$ cat src/rtl/serdes_8b10b_link_init.sv
// Link bring-up and supervision FSM for an 8b/10b serial link in the clk_byte domain.
// Qualifies MMCM lock, sequences datapath resets, trains on commas and supervises error bursts.
module serdes_8b10b_link_init #(
    parameter int unsigned LOCK_WAIT_CYCLES = 256,
    parameter int unsigned RST_HOLD_CYCLES  = 16,
    parameter int unsigned ALIGN_COMMAS     = 4,
    parameter int unsigned TIMEOUT_CYCLES   = 65536,
    parameter int unsigned ERR_WINDOW       = 1024,
    parameter int unsigned ERR_THRESH       = 8
) (
    input  logic        clk_byte,
    input  logic        rst_n,
    input  logic        mmcm_locked,
    input  logic        rx_data_valid,
    input  logic        rx_comma_det,
    input  logic        rx_code_err,
    input  logic        rx_disp_err,
    output logic        tx_rst_n,
    output logic        rx_rst_n,
    output logic        tx_send_training,
    output logic        link_up,
    output logic [2:0]  state,
    output logic [7:0]  retrain_cnt,
    output logic [15:0] err_total
);

    typedef enum logic [2:0] {
        StWaitLock = 3'd0,
        StHoldRst  = 3'd1,
        StAlign    = 3'd2,
        StLinkUp   = 3'd3,
        StFault    = 3'd4
    } state_e;

    // One shared per-state timer serves lock qualify, reset hold, align timeout and error window.
    localparam int unsigned TMAX_A = (LOCK_WAIT_CYCLES > RST_HOLD_CYCLES) ?
                                     LOCK_WAIT_CYCLES : RST_HOLD_CYCLES;
    localparam int unsigned TMAX_B = (TIMEOUT_CYCLES > ERR_WINDOW) ? TIMEOUT_CYCLES : ERR_WINDOW;
    localparam int unsigned TMAX   = (TMAX_A > TMAX_B) ? TMAX_A : TMAX_B;
    localparam int unsigned TW     = $clog2(TMAX);
    localparam int unsigned CW     = $clog2(ALIGN_COMMAS + 1);
    localparam int unsigned EW     = $clog2(ERR_THRESH + 1);

    state_e          state_q, state_d;
    logic [1:0]      sync_q, sync_d;
    logic [TW-1:0]   timer_q, timer_d;
    logic [CW-1:0]   comma_q, comma_d;
    logic [EW-1:0]   errc_q, errc_d;
    logic [7:0]      retrain_q, retrain_d;
    logic [15:0]     err_total_q, err_total_d;
    logic            tx_rst_n_q, tx_rst_n_d;
    logic            rx_rst_n_q, rx_rst_n_d;
    logic            training_q, training_d;
    logic            link_up_q, link_up_d;

    logic lock_s;
    logic err;
    logic clean_comma;

    assign lock_s      = sync_q[1];
    assign err         = rx_data_valid & (rx_code_err | rx_disp_err);
    assign clean_comma = rx_data_valid & rx_comma_det & ~err;

    always_comb begin
        sync_d      = {sync_q[0], mmcm_locked};
        state_d     = state_q;
        timer_d     = timer_q + TW'(1);
        comma_d     = comma_q;
        errc_d      = errc_q;
        retrain_d   = retrain_q;
        err_total_d = err_total_q;

        if (state_q == StLinkUp && err && err_total_q != 16'hFFFF) begin
            err_total_d = err_total_q + 16'd1;
        end

        if (!lock_s && state_q != StWaitLock) begin
            state_d = StWaitLock;
        end else begin
            unique case (state_q)
                StWaitLock: begin
                    if (!lock_s) begin
                        timer_d = '0;
                    end else if (timer_q == TW'(LOCK_WAIT_CYCLES - 1)) begin
                        state_d = StHoldRst;
                    end
                end
                StHoldRst, StFault: begin
                    if (timer_q == TW'(RST_HOLD_CYCLES - 1)) begin
                        state_d = StAlign;
                    end
                end
                StAlign: begin
                    if (err) begin
                        comma_d = '0;
                    end else if (clean_comma) begin
                        if (comma_q == CW'(ALIGN_COMMAS - 1)) begin
                            state_d = StLinkUp;
                        end else begin
                            comma_d = comma_q + CW'(1);
                        end
                    end
                    // The final comma beats a coincident timeout.
                    if (state_d != StLinkUp && timer_q == TW'(TIMEOUT_CYCLES - 1)) begin
                        state_d = StFault;
                    end
                end
                StLinkUp: begin
                    if (timer_q == TW'(ERR_WINDOW - 1)) begin
                        timer_d = '0;
                        errc_d  = err ? EW'(1) : '0;
                    end else if (err) begin
                        if (errc_q == EW'(ERR_THRESH - 1)) begin
                            state_d = StFault;
                        end else begin
                            errc_d = errc_q + EW'(1);
                        end
                    end
                end
                default: state_d = StWaitLock;
            endcase
        end

        if (state_d != state_q) begin
            timer_d = '0;
            comma_d = '0;
            errc_d  = '0;
            if (state_d == StFault && retrain_q != 8'hFF) begin
                retrain_d = retrain_q + 8'd1;
            end
        end

        // Outputs follow the next state so they are registered alongside it.
        unique case (state_d)
            StHoldRst: {tx_rst_n_d, rx_rst_n_d, training_d, link_up_d} = 4'b1010;
            StAlign:   {tx_rst_n_d, rx_rst_n_d, training_d, link_up_d} = 4'b1110;
            StLinkUp:  {tx_rst_n_d, rx_rst_n_d, training_d, link_up_d} = 4'b1101;
            StFault:   {tx_rst_n_d, rx_rst_n_d, training_d, link_up_d} = 4'b1010;
            default:   {tx_rst_n_d, rx_rst_n_d, training_d, link_up_d} = 4'b0000;
        endcase
    end

    always_ff @(posedge clk_byte or negedge rst_n) begin
        if (!rst_n) begin
            state_q     <= StWaitLock;
            sync_q      <= '0;
            timer_q     <= '0;
            comma_q     <= '0;
            errc_q      <= '0;
            retrain_q   <= '0;
            err_total_q <= '0;
            tx_rst_n_q  <= 1'b0;
            rx_rst_n_q  <= 1'b0;
            training_q  <= 1'b0;
            link_up_q   <= 1'b0;
        end else begin
            state_q     <= state_d;
            sync_q      <= sync_d;
            timer_q     <= timer_d;
            comma_q     <= comma_d;
            errc_q      <= errc_d;
            retrain_q   <= retrain_d;
            err_total_q <= err_total_d;
            tx_rst_n_q  <= tx_rst_n_d;
            rx_rst_n_q  <= rx_rst_n_d;
            training_q  <= training_d;
            link_up_q   <= link_up_d;
        end
    end

    assign state            = state_q;
    assign tx_rst_n         = tx_rst_n_q;
    assign rx_rst_n         = rx_rst_n_q;
    assign tx_send_training = training_q;
    assign link_up          = link_up_q;
    assign retrain_cnt      = retrain_q;
    assign err_total        = err_total_q;

endmodule

$ cat config.mk
export PLATFORM = sky130hd
export DESIGN_NAME = serdes_8b10b_link_init
export DESIGN_NICKNAME = d
export VERILOG_FILES = /design/src/rtl/serdes_8b10b_link_init.sv
export SDC_FILE = /design/constraint.sdc
export NUM_CORES = 1
export LEC_CHECK = 0
export CAP_MARGIN = 20
export CORE_UTILIZATION = 45
export CTS_CLUSTER_DIAMETER = 40
export DETAILED_ROUTE_END_ITERATION = 10
export PLACE_DENSITY_LB_ADDON = 0.2
export SKIP_CTS_REPAIR_TIMING = 1
export SLEW_MARGIN = 15
export SYNTH_ARGS = -nofsm -noshare
export SYNTH_HDL_FRONTEND = slang
export SYNTH_SLANG_ARGS = --single-unit
$ cat constraint.sdc
create_clock -name clk_byte -period 3.29 [get_ports clk_byte]
set_clock_uncertainty 0.1 [all_clocks]
set_input_delay 0.329 -clock clk_byte [delete_from_list [all_inputs] [get_ports clk_byte]]
set_output_delay 0.329 -clock clk_byte [all_outputs]
set_load 0.02 [all_outputs]
==> results of run 1 <==
stage by stage:
| step | hold slack (ns) | setup slack, ns |
|---|---|---|
| floorplan | -0.0666 | 0.881 |
| global placement | 0.244 | 0.452 |
| detailed placement | 0.262 | 0.374 |
| CTS | 0.0134 | 0.592 |
| global route | 0.0486 | 0.377 |
| finish | -0.0215 | 0.611 |
layer usage:
layer | part of all wire (%) | vias up | wire [um]
met5 | 0 | - | 0
met4 | 1.1 | 0 | 70
met3 | 5.0 | 7 | 310
met2 | 46 | 38 | 2880
met1 | 47 | 1191 | 2940
li1 | - | 1179 | -
cell usage after synthesis, types with 2 or more instances:
| cell type | n |
|---|---|
| dfrtp_1 | 56 |
| nor2_1 | 33 |
| nand2_1 | 23 |
| nand3_1 | 19 |
| xnor2_1 | 19 |
| xor2_1 | 16 |
| inv_1 | 13 |
| nand4_1 | 11 |
| a21oi_1 | 10 |
| nor2_2 | 10 |
| and3_1 | 8 |
| nor4_1 | 7 |
| ha_1 | 6 |
| and2_1 | 4 |
| buf_2 | 3 |
| buf_6 | 3 |
| mux2i_1 | 3 |
| nand3b_1 | 3 |
| nor3_1 | 3 |
| o21a_1 | 3 |
| o21ai_0 | 3 |
| or2_2 | 3 |
| a211oi_1 | 2 |
| a21boi_0 | 2 |
| a21o_1 | 2 |
| and4_1 | 2 |
| nand3_2 | 2 |
| nor2b_1 | 2 |
| nor3b_1 | 2 |
| o211ai_1 | 2 |
| o22ai_1 | 2 |
power breakdown:
group          switching, mW  internal, mW
clock network          0.242         0.230
logic                 0.0277        0.0150
registers            0.00575         0.692
layout make-up:
class,instances,area [sq um]
clock buffers,5,68.8
clock inverters,3,46.3
fillers,623,3060
inverters,13,48.8
multi-input cells,232,1630
flip-flops and latches,56,1400
well taps,80,100
repair buffers,42,403
how the worst max path moves through the flow:
stage,from,to,depth (start not counted)
after detailed placement,rx_data_valid,retrain_cnt[1],7
after global routing,timer_q[0],timer_q[15],7
final,timer_q[0],timer_q[15],7
after CTS,timer_q[0],timer_q[15],7
after global placement,rx_data_valid,retrain_cnt[1],7
after floorplan,state[1],retrain_cnt[1],7
state kept, by name, indices dropped and copies added, names as in the netlist, 2 cells and up:
signal / count
comma_q: 3
err_total: 16
retrain_cnt: 8
errc_q: 4
sync_q: 2
state: 3
timer_q: 16
critical path, stage by stage (launching register included):
cell	delay, ns
dfrtp_1	0.41
ha_1	0.23
nand3_2	0.17
nor3_1	0.38
and2_1	0.39
a41oi_2	0.19
o2111ai_4	0.57
nor2_1	0.11
logic make-up (layout without fill, tap and decap cells):
kind of cell               count (synthesis)  after routing  share of synthesized area [%]
muxes                                      5              5                           1.80
buffers and inverters                     20             63                           3.24
AOI/OAI and AO/OA                         43             43                           12.1
adders and majority gates                  6              6                           2.40
and+or+nand+nor                          143            143                           26.0
xor gates and xnor gates                  35             35                           9.79
DFF                                       56             56                           44.7
==> results.sh, run 1 <==
export IMPL_grt_pass1_wl_mm=10.7
export IMPL_synthCells=308
export IMPL_rsz0062_at_grt="no"
export IMPL_gr_usage_met2_pct=30.3
export IMPL_busiest_layer="met2"
export IMPL_clk_pin_slew_ns=0.10
export IMPL_dieArea_sq_mm=0.00730
export IMPL_num_vias=2415
export IMPL_reg2reg_depth=7
export IMPL_violations="negative hold slack"
export IMPL_io_pins=38
export IMPL_utilization_pct=54.7
export IMPL_use_met3_pct=3.70
export IMPL_numCtsBuffers=5
export IMPL_met1_usage_pct=25.1
export IMPL_critPathLaunchType="flip-flop"
export IMPL_htreeDepth=2
export IMPL_cts_sinks=56
export IMPL_drc_errors=0
export IMPL_clkLatencyLatePin_ns=0.32
export IMPL_synthTopCellsByArea="dfrtp_1 45%, xnor2_1 5.3%, xor2_1 4.5%, nor2_1 4.0%, nand3_1 3.0%"
export IMPL_cts_buffer_depth=2
export IMPL_post_route_period_util_pct=81.4
export IMPL_synthFlopType="dfrtp_1"
export IMPL_drt_iter0_markers=191
export IMPL_syn_to_final_growth_pct=18.1
export IMPL_yosysSeqAreaShare_pct=44.7
export IMPL_gp_congestion=0.795
export IMPL_status="complete, but fails checks"
export IMPL_synth_top_area_cell="dfrtp_1"
export IMPL_rows=30
export IMPL_slew_headroom_pct=48.0
export IMPL_syn_num_nets=321
export IMPL_critPathKind="flip-flop to flip-flop"
export IMPL_yosysWarningCount=0
export IMPL_grtUsageTotal_pct=18.5
export IMPL_synth_edf_count=0
export IMPL_ys_types=62
export IMPL_powerDensity_mw_per_mm2=328
export IMPL_grt_pass1_vias=2305
export IMPL_hp_class="primary input to async pin"
export IMPL_synth_seq_cells=56
export IMPL_required_ns=3.38
export IMPL_fin_area_sq_mm=0.00370
export IMPL_timing_hold_ws_ns=-0.0215
export IMPL_antenna_found_initial=0
export IMPL_post_route_min_period_ns=2.68
export IMPL_async_flop_share_pct=100
export IMPL_drive_gt1_share_pct=13.1
export IMPL_r2r_slack_ns=0.61
export IMPL_p_total_mw=1.21
export IMPL_setup_tns_final_ns=0
export IMPL_ant_nets=0
export IMPL_instances_no_fill=431
export IMPL_endpoint_kind="flip-flop"
export IMPL_root_buffer="clkbuf_8"
export IMPL_crit_arrival_ns=2.76
export IMPL_avgSynthCellArea_sq_um=10.2
export IMPL_portBuffers=37
export IMPL_globalRouteOverflowTotal=0
export IMPL_grt_max_degree=37
export IMPL_drt_wirelength_per_cell_um=14.4
export IMPL_fmaxAchievable_mhz=373
export IMPL_setup_viol=0
export IMPL_finalMaxSlewViolations=0
export IMPL_finalWirelength_mm=6.20
export IMPL_synth_top_area_share_pct=44.7
export IMPL_vdd_drop_max_mv=0.215
export IMPL_core_area_sq_mm=0.00676
export IMPL_power_leakage_nw=1.61
export IMPL_r2r_start="timer_q[0]"
export IMPL_synthesis_area_sq_mm=0.00313
export IMPL_hold_violations=35
export IMPL_r2r_end="timer_q[15]"
export IMPL_final_common_cell="dfrtp_1"
export IMPL_cp_max_fo=16
export IMPL_die_h_um=85.4
export IMPL_fin_nets=363
export IMPL_antennaDiodeCount=0
export IMPL_drt_pass1_iterations=5
export IMPL_die_w_um=85.4
export IMPL_dpl_instance_area_sq_mm=0.00358
export IMPL_viasPerCell=5.60
export IMPL_dp_cells=423
export IMPL_cts_tree="yes"
export IMPL_cap_violations=0
export IMPL_initial_core_util_pct=46.4
export IMPL_final_cell_mix="56 x dfrtp_1, 36 x clkdlybuf4s50_1, 33 x nor2_1"
export IMPL_dp_hpwl_mm=4.44
export IMPL_tightest_slew_ns=0.779
Note: power is estimated with default switching activity, not from simulation.
==> run 2, diff against run 1 <==
- clock period: 3.29 -> 2.2 ns (I/O delays scaled with it)
==> results.sh, run 2 (synthesis results as in run 1) <==
export IMPL_status="complete, but fails checks"
export IMPL_violations="negative setup slack"
export IMPL_syn_to_final_growth_pct=35.4
export IMPL_fmaxAchievable_mhz=421
export IMPL_power_leakage_nw=1.88
export IMPL_cts_buffer_depth=2
export IMPL_clkLatencyLatePin_ns=0.31
export IMPL_setup_ws_ns=-0.177
export IMPL_fin_area_sq_mm=0.00424
export IMPL_cap_violations=0
export IMPL_crit_path_end="timer_q[10]"
export IMPL_drive_gt1_share_pct=28.7
export IMPL_dp_hpwl_mm=4.88
export IMPL_critPathKind="flip-flop to flip-flop"
export IMPL_hp_class="flip-flop to flip-flop"
export IMPL_cts_sinks=56
export IMPL_crit_arrival_ns=2.47
export IMPL_htreeDepth=2
export IMPL_reg2reg_depth=9
export IMPL_powerDensity_mw_per_mm2=401
export IMPL_grtUsageTotal_pct=19.4
export IMPL_setup_tns_final_ns=-2.33
export IMPL_grt_max_degree=57
export IMPL_drt_iter0_markers=114
export IMPL_portBuffers=37
export IMPL_r2r_end="timer_q[10]"
export IMPL_grt_pass1_wl_mm=11.4
export IMPL_required_ns=2.29
export IMPL_cts_tree="yes"
export IMPL_critPathLaunchType="flip-flop"
export IMPL_gp_congestion=0.875
export IMPL_dp_cells=471
export IMPL_slew_headroom_pct=53.3
export IMPL_final_common_cell="dfrtp_1"
export IMPL_ant_nets=0
export IMPL_root_buffer="clkbuf_8"
export IMPL_post_route_period_util_pct=108
export IMPL_final_cell_mix="56 x dfrtp_1, 51 x buf_4, 36 x clkdlybuf4s50_1"
export IMPL_r2r_slack_ns=-0.18
export IMPL_die_w_um=85.4
export IMPL_drc_errors=0
export IMPL_vdd_drop_max_mv=0.357
export IMPL_hold_violations=0
export IMPL_num_fill_cells=590
export IMPL_clk_pin_slew_ns=0.10
export IMPL_busiest_layer="met2"
export IMPL_drt_wirelength_per_cell_um=14.2
export IMPL_gr_usage_met2_pct=33.8
export IMPL_globalRouteOverflowTotal=0
export IMPL_finalWirelength_mm=6.81
export IMPL_numCtsBuffers=5
export IMPL_viasPerCell=5.29
export IMPL_antenna_found_initial=0
export IMPL_die_h_um=85.4
export IMPL_met1_usage_pct=24.8
export IMPL_instances_no_fill=481
export IMPL_antennaDiodeCount=0
export IMPL_dieArea_sq_mm=0.00730
export IMPL_grt_pass1_vias=2517
export IMPL_r2r_start="timer_q[13]"
export IMPL_tightest_slew_ns=0.700
export IMPL_use_met3_pct=3.60
export IMPL_rsz0062_at_grt="yes"
export IMPL_finalMaxSlewViolations=0
export IMPL_drt_pass1_iterations=4
export IMPL_cp_max_fo=8
export IMPL_post_route_min_period_ns=2.38
export IMPL_setup_viol=17
export IMPL_initial_core_util_pct=46.4
export IMPL_endpoint_kind="flip-flop"
export IMPL_num_vias=2546
export IMPL_fin_nets=414
export IMPL_io_pins=38
export IMPL_core_area_sq_mm=0.00676
export IMPL_cp_startpoint="timer_q[13]"
export IMPL_utilization_pct=62.7
export IMPL_dpl_instance_area_sq_mm=0.00398
export IMPL_rows=30
-- run 2: worst min-delay path by stage --
stage                 end         from  cells after the start  slack (ns)
4_1_cts          rx_rst_n        rst_n                      2       -0.03
2_1_floorplan  comma_q[0]        rst_n                      0       -0.18
3_5_place_dp    sync_q[1]    sync_q[0]                      0        0.24
6_report        sync_q[1]    sync_q[0]                      0        0.26
5_1_grt         sync_q[0]  mmcm_locked                      1        0.27
3_3_place_gp    sync_q[1]    sync_q[0]                      0        0.24
-- run 2: layout make-up --
type	instances	area, sq um	share of cell area (%)
multi-input cells	232	1780	41.9
flip-flops and latches	56	1400	33.1
repair buffers	93	826	19.5
well taps	80	100	2.36
clock buffers	5	68.8	1.62
inverters	13	48.8	1.15
clock inverters	2	16.3	0.384
-- run 2: layer usage --
metal / routed length [um] / vias up
li1: - / 1276
met1: 3100 / 1222
met2: 3430 / 42
met3: 214 / 6
met4: 63 / 0
met5: 0 / -
-- run 2: critical path: stages, from the launching register on --
cell       delay [ns]
dfrtp_1          0.39
buf_4            0.15
nor4_4           0.29
buf_4            0.16
and4_4           0.24
nand3_4          0.08
a221o_2          0.42
o2111ai_4        0.16
clkbuf_16        0.25
nor2_4           0.03
-- run 2: report_power, final --
| group | switching [mW] | total, mW | internal, mW |
|---|---|---|---|
| registers | 0.00381 | 1.04 | 1.03 |
| logic | 0.0571 | 0.0996 | 0.0425 |
| clock network | 0.338 | 0.561 | 0.223 |
| total | 0.399 | 1.70 | 1.30 |
-- run 2: through the flow --
stage	hold WS, ns	setup WS [ns]	power (mW)
6_report	0.261	-0.177	1.70
5_1_grt	0.275	-0.249	1.77
4_1_cts	-0.0307	-0.128	1.71
3_5_place_dp	0.238	-0.184	1.15
3_3_place_gp	0.235	-0.126	1.14
2_1_floorplan	-0.176	-0.0340	1.09
==> run 3, diff against run 2 <==
- clock period: 2.2 -> 2.4 ns (I/O delays scaled with it)
==> results.sh, run 3 (synthesis results as in run 1) <==
export IMPL_post_route_period_util_pct=96.4
export IMPL_cts_tree="yes"
export IMPL_ant_nets=0
export IMPL_grtUsageTotal_pct=19.1
export IMPL_drt_iter0_markers=149
export IMPL_finalMaxSlewViolations=0
export IMPL_grt_pass1_vias=2378
export IMPL_status="complete, no violations"
export IMPL_grt_max_degree=32
export IMPL_die_w_um=85.4
export IMPL_htreeDepth=2
export IMPL_endpoint_kind="flip-flop"
export IMPL_num_vias=2489
export IMPL_reg2reg_depth=6
export IMPL_clkLatencyLatePin_ns=0.31
export IMPL_slew_headroom_pct=59.0
export IMPL_viasPerCell=5.48
export IMPL_rsz0062_at_grt="no"
export IMPL_fin_area_sq_mm=0.00391
export IMPL_final_common_cell="dfrtp_1"
export IMPL_dp_cells=444
export IMPL_setup_viol=0
export IMPL_clk_pin_slew_ns=0.10
export IMPL_min_to="sync_q[0]"
export IMPL_syn_to_final_growth_pct=24.9
export IMPL_whs_path_depth=1
export IMPL_drc_errors=0
export IMPL_dpl_worst_slack_ns=-0.0727
export IMPL_fmaxAchievable_mhz=432
export IMPL_cap_violations=0
export IMPL_io_pins=38
export IMPL_core_area_sq_mm=0.00676
export IMPL_r2r_start="timer_q[14]"
export IMPL_hold_start="mmcm_locked"
export IMPL_hp_class="primary input to flip-flop"
export IMPL_r2r_end="retrain_cnt[1]"
export IMPL_tightest_slew_ns=0.615
export IMPL_dieArea_sq_mm=0.00730
export IMPL_instances_no_fill=454
export IMPL_critPathKind="flip-flop to flip-flop"
export IMPL_drive_gt1_share_pct=19.5
export IMPL_utilization_pct=57.9
export IMPL_cts_sinks=56
export IMPL_drt_wirelength_per_cell_um=14.5
export IMPL_globalRouteOverflowTotal=0
export IMPL_gp_congestion=0.868
export IMPL_cp_max_fo=4
export IMPL_numCtsBuffers=5
export IMPL_dp_hpwl_mm=4.77
export IMPL_portBuffers=37
export IMPL_required_ns=2.50
export IMPL_final_cell_mix="56 x dfrtp_1, 36 x clkdlybuf4s50_1, 33 x nor2_1"
export IMPL_setup_ws_ns=0.0874
export IMPL_grt_pass1_wl_mm=11.1
export IMPL_vdd_drop_max_mv=0.274
export IMPL_rows=30
export IMPL_post_route_min_period_ns=2.31
export IMPL_antennaDiodeCount=0
export IMPL_crit_arrival_ns=2.41
export IMPL_drt_pass1_iterations=4
export IMPL_dpl_instance_area_sq_mm=0.00376
export IMPL_die_h_um=85.4
export IMPL_cts_buffer_depth=2
export IMPL_powerDensity_mw_per_mm2=400
export IMPL_r2r_slack_ns=0.09
export IMPL_initial_core_util_pct=46.4
export IMPL_root_buffer="clkbuf_8"
export IMPL_antenna_found_initial=0
export IMPL_critPathLaunchType="flip-flop"
export IMPL_hold_violations=0
export IMPL_finalWirelength_mm=6.59
export IMPL_power_leakage_nw=1.73
export IMPL_fin_nets=386
==> run 3: cell types whose count changed in the layout (fill, tap and decap cells not counted), sizes merged <==
cell,delta
clkinvlp,-1
buf,-27
clkbuf,-1
clkinv,+2
==> run 3: stage by stage <==
stage | setup TNS (ns) | hold WS, ns | total power [mW]
2_1_floorplan | 0 | -0.156 | 1.00
3_3_place_gp | -0.547 | 0.182 | 1.04
3_5_place_dp | -0.736 | 0.185 | 1.04
4_1_cts | -0.717 | -0.171 | 1.58
5_1_grt | 0 | 0.250 | 1.64
6_report | 0 | 0.263 | 1.56
==> run 3: how the worst max path moves through the flow <==
stage | from | end | slack [ns] | cells after the start
after floorplan | timer_q[0] | retrain_cnt[1] | 0.09 | 7
after global placement | rx_data_valid | timer_q[4] | -0.07 | 7
after detailed placement | rx_disp_err | timer_q[4] | -0.07 | 7
after CTS | timer_q[10] | timer_q[4] | -0.07 | 6
after global routing | timer_q[1] | retrain_cnt[1] | 0.002 | 7
final | timer_q[14] | retrain_cnt[1] | 0.09 | 6
==> run 3: critical path, cell delays in order, from the launching register on <==
cell and delay [ns]:
dfrtp_1 0.40, or4bb_1 0.55, nor4_4 0.34, nor4_2 0.13
o21bai_4 0.21, a21boi_4 0.16, mux2_4 0.30
==> run 3: area by class of cell <==
type | count | area, sq um
clock buffers | 5 | 68.8
clock inverters | 3 | 22.5
fillers | 611 | 2850
inverters | 13 | 48.8
multi-input cells | 232 | 1670
flip-flops and latches | 56 | 1400
well taps | 80 | 100
repair buffers | 65 | 603
==> run 3: power by group <==
group | internal [mW] | switching [mW] | leakage [nW]
sequential | 0.949 | 0.00762 | 0.760
clock | 0.210 | 0.322 | 0.0485
combinational | 0.0321 | 0.0428 | 0.924
==> run 3: routing by layer <==
layer / track usage (%) / wire length [um]
met5: 0 / 0
met2: 32.1 / 3270
met1: 25.0 / 3000
met3: 3.70 / 237
met4: 5.76 / 78
==> RTL edit, RTL diff (flow settings as in run 2) <==
Change the parameter `TIMEOUT_CYCLES` from 65536 to 32768.
--- a/src/rtl/serdes_8b10b_link_init.sv
+++ b/src/rtl/serdes_8b10b_link_init.sv
@@ -5,5 +5,5 @@
     parameter int unsigned RST_HOLD_CYCLES  = 16,
     parameter int unsigned ALIGN_COMMAS     = 4,
-    parameter int unsigned TIMEOUT_CYCLES   = 65536,
+    parameter int unsigned TIMEOUT_CYCLES   = 32768,
     parameter int unsigned ERR_WINDOW       = 1024,
     parameter int unsigned ERR_THRESH       = 8
Formal check against the unedited RTL: no difference found for any inputs over 10 cycles, from zero or initial values and one cycle with rst_n low; that may be too few to reach the edited logic, so the function may still have changed.
==> RTL edit against run 2 <==
  * The flow still finishes with violations (negative setup slack)
  * Utilization increased by 1.7 points
  * Largest power group unchanged
  * Final area decreased by 9.0%
  * Critical path type unchanged
  * Setup slack got worse by 6.4 ps
  * Largest cell class unchanged
  * Sequential share of layout area increased by 2.6 points
  * Combinational power decreased by 20%
  * Global-route usage about the same
  * Synthesized area decreased by 9.5%
  * Wire length decreased by 6.9%
  * Sequential cell count decreased by 1
  * Total power decreased by 2.0%
==> RTL edit: results (changes against run 2) <==
stage	metric	value	unit	change
status	status	finished with violations		unchanged
status	violated checks	negative setup slack		unchanged
worst_hold_path	Hold Path Depth	1		was 0
timing	hold_ws	239.3	ps	was 260.8 ps
timing	final setup margin	-183.3	ps	was -176.9 ps
power_and_ir_drop	Clock power frac	0.340		was 0.330
detailed_routing	routed wire length	6.341	mm	was 6.808 mm
logic_synthesis	Syn Area/Cell	10.13	µm²	was 10.17 µm²
detailed_routing	starting DRC count in detailed routing	136		was 114
worst_hold_path	Hold Crit Class	primary input to register		was register to register
worst_setup_path	crit-path max FO	5		was 8
cells_and_area	layout cell share with drive strength beyond 1	0.2534		was 0.2868
worst_setup_path	CP endpoint	retrain_cnt[1]$_DFFE_PN0P_		was timer_q[10]$_DFF_PN0_
cells_and_area	Final nets	383		was 414
logic_synthesis	register area share after synthesis	0.4854		was 0.4475
timing	Tightest Pin Transition	545.7	ps	was 699.9 ps
grt	largest net degree at the start of global routing	35		was 57
timing	setup TNS	-1628	ps	was -2327 ps
logic_synthesis	leading post-synthesis cells by cell area	dfrtp_1, xnor2_1, xor2_1, nand4_1, nand3_1		was dfrtp_1, xnor2_1, xor2_1, nor2_1, nand3_1
grt	GR Util All Layers	0.1938		was 0.1939
worst_setup_path	Worst EP arrival	2490	ps	was 2470 ps
logic_synthesis	Synth top cells by count	dfrtp_1, nor2_1, xnor2_1, nand3_1, nand4_1		was dfrtp_1, nor2_1, nand2_1, nand3_1, xnor2_1
logic_synthesis	Compound-Gate Fraction of Synth Area	0.06973		was 0.1207
timing	Setup Viol. Count Final	31		was 17
logic_synthesis	Synth Area in Adders	0.02648		was 0.02397
logic_synthesis	count of different cell masters after synthesis	46		was 62
worst_hold_path	hold wc startpoint	mmcm_locked		was sync_q[0]$_DFF_PN0_
logic_synthesis	Synth Area in XOR/XNOR	0.1112		was 0.09788
power_and_ir_drop	cell leakage power	1.740	nW	was 1.879 nW
power_and_ir_drop	Max VDD drop	338.7	µV	was 357.1 µV
==> RTL edit: cell types whose count changed after synthesis, sizes merged, moves of 6 or more <==
cell,run 2,this run
inv,13,7
nand2,23,17
nand4,12,18
nor2,43,37
nor4,8,2
==> RTL edit: area by class of cell <==
type | count | area share
multi-input cells | 212 | 0.3875
flip-flops and latches | 55 | 0.3567
clock inverters | 2 | 0.004215
repair buffers | 89 | 0.2017
inverters | 7 | 0.006809
clock buffers | 6 | 0.01881
well taps | 75 | 0.02432
==> RTL edit: worst max-delay path, stage by stage (launching register included) <==
cell,delay (ps)
dfrtp_1,370
ha_2,200
ha_4,130
nand4_1,160
buf_4,190
a41o_1,170
o21a_1,120
a211o_4,360
and3_4,190
mux2_4,290
==> RTL edit: routing by layer <==
layer | vias up | track usage | part of all wire
li1 | 1174 | - | -
met3 | 10 | 0.03708 | 0.033
met5 | - | 0 | 0
met2 | 50 | 0.3058 | 0.48
met4 | 0 | 0.06071 | 0.017
met1 | 1138 | 0.2667 | 0.47
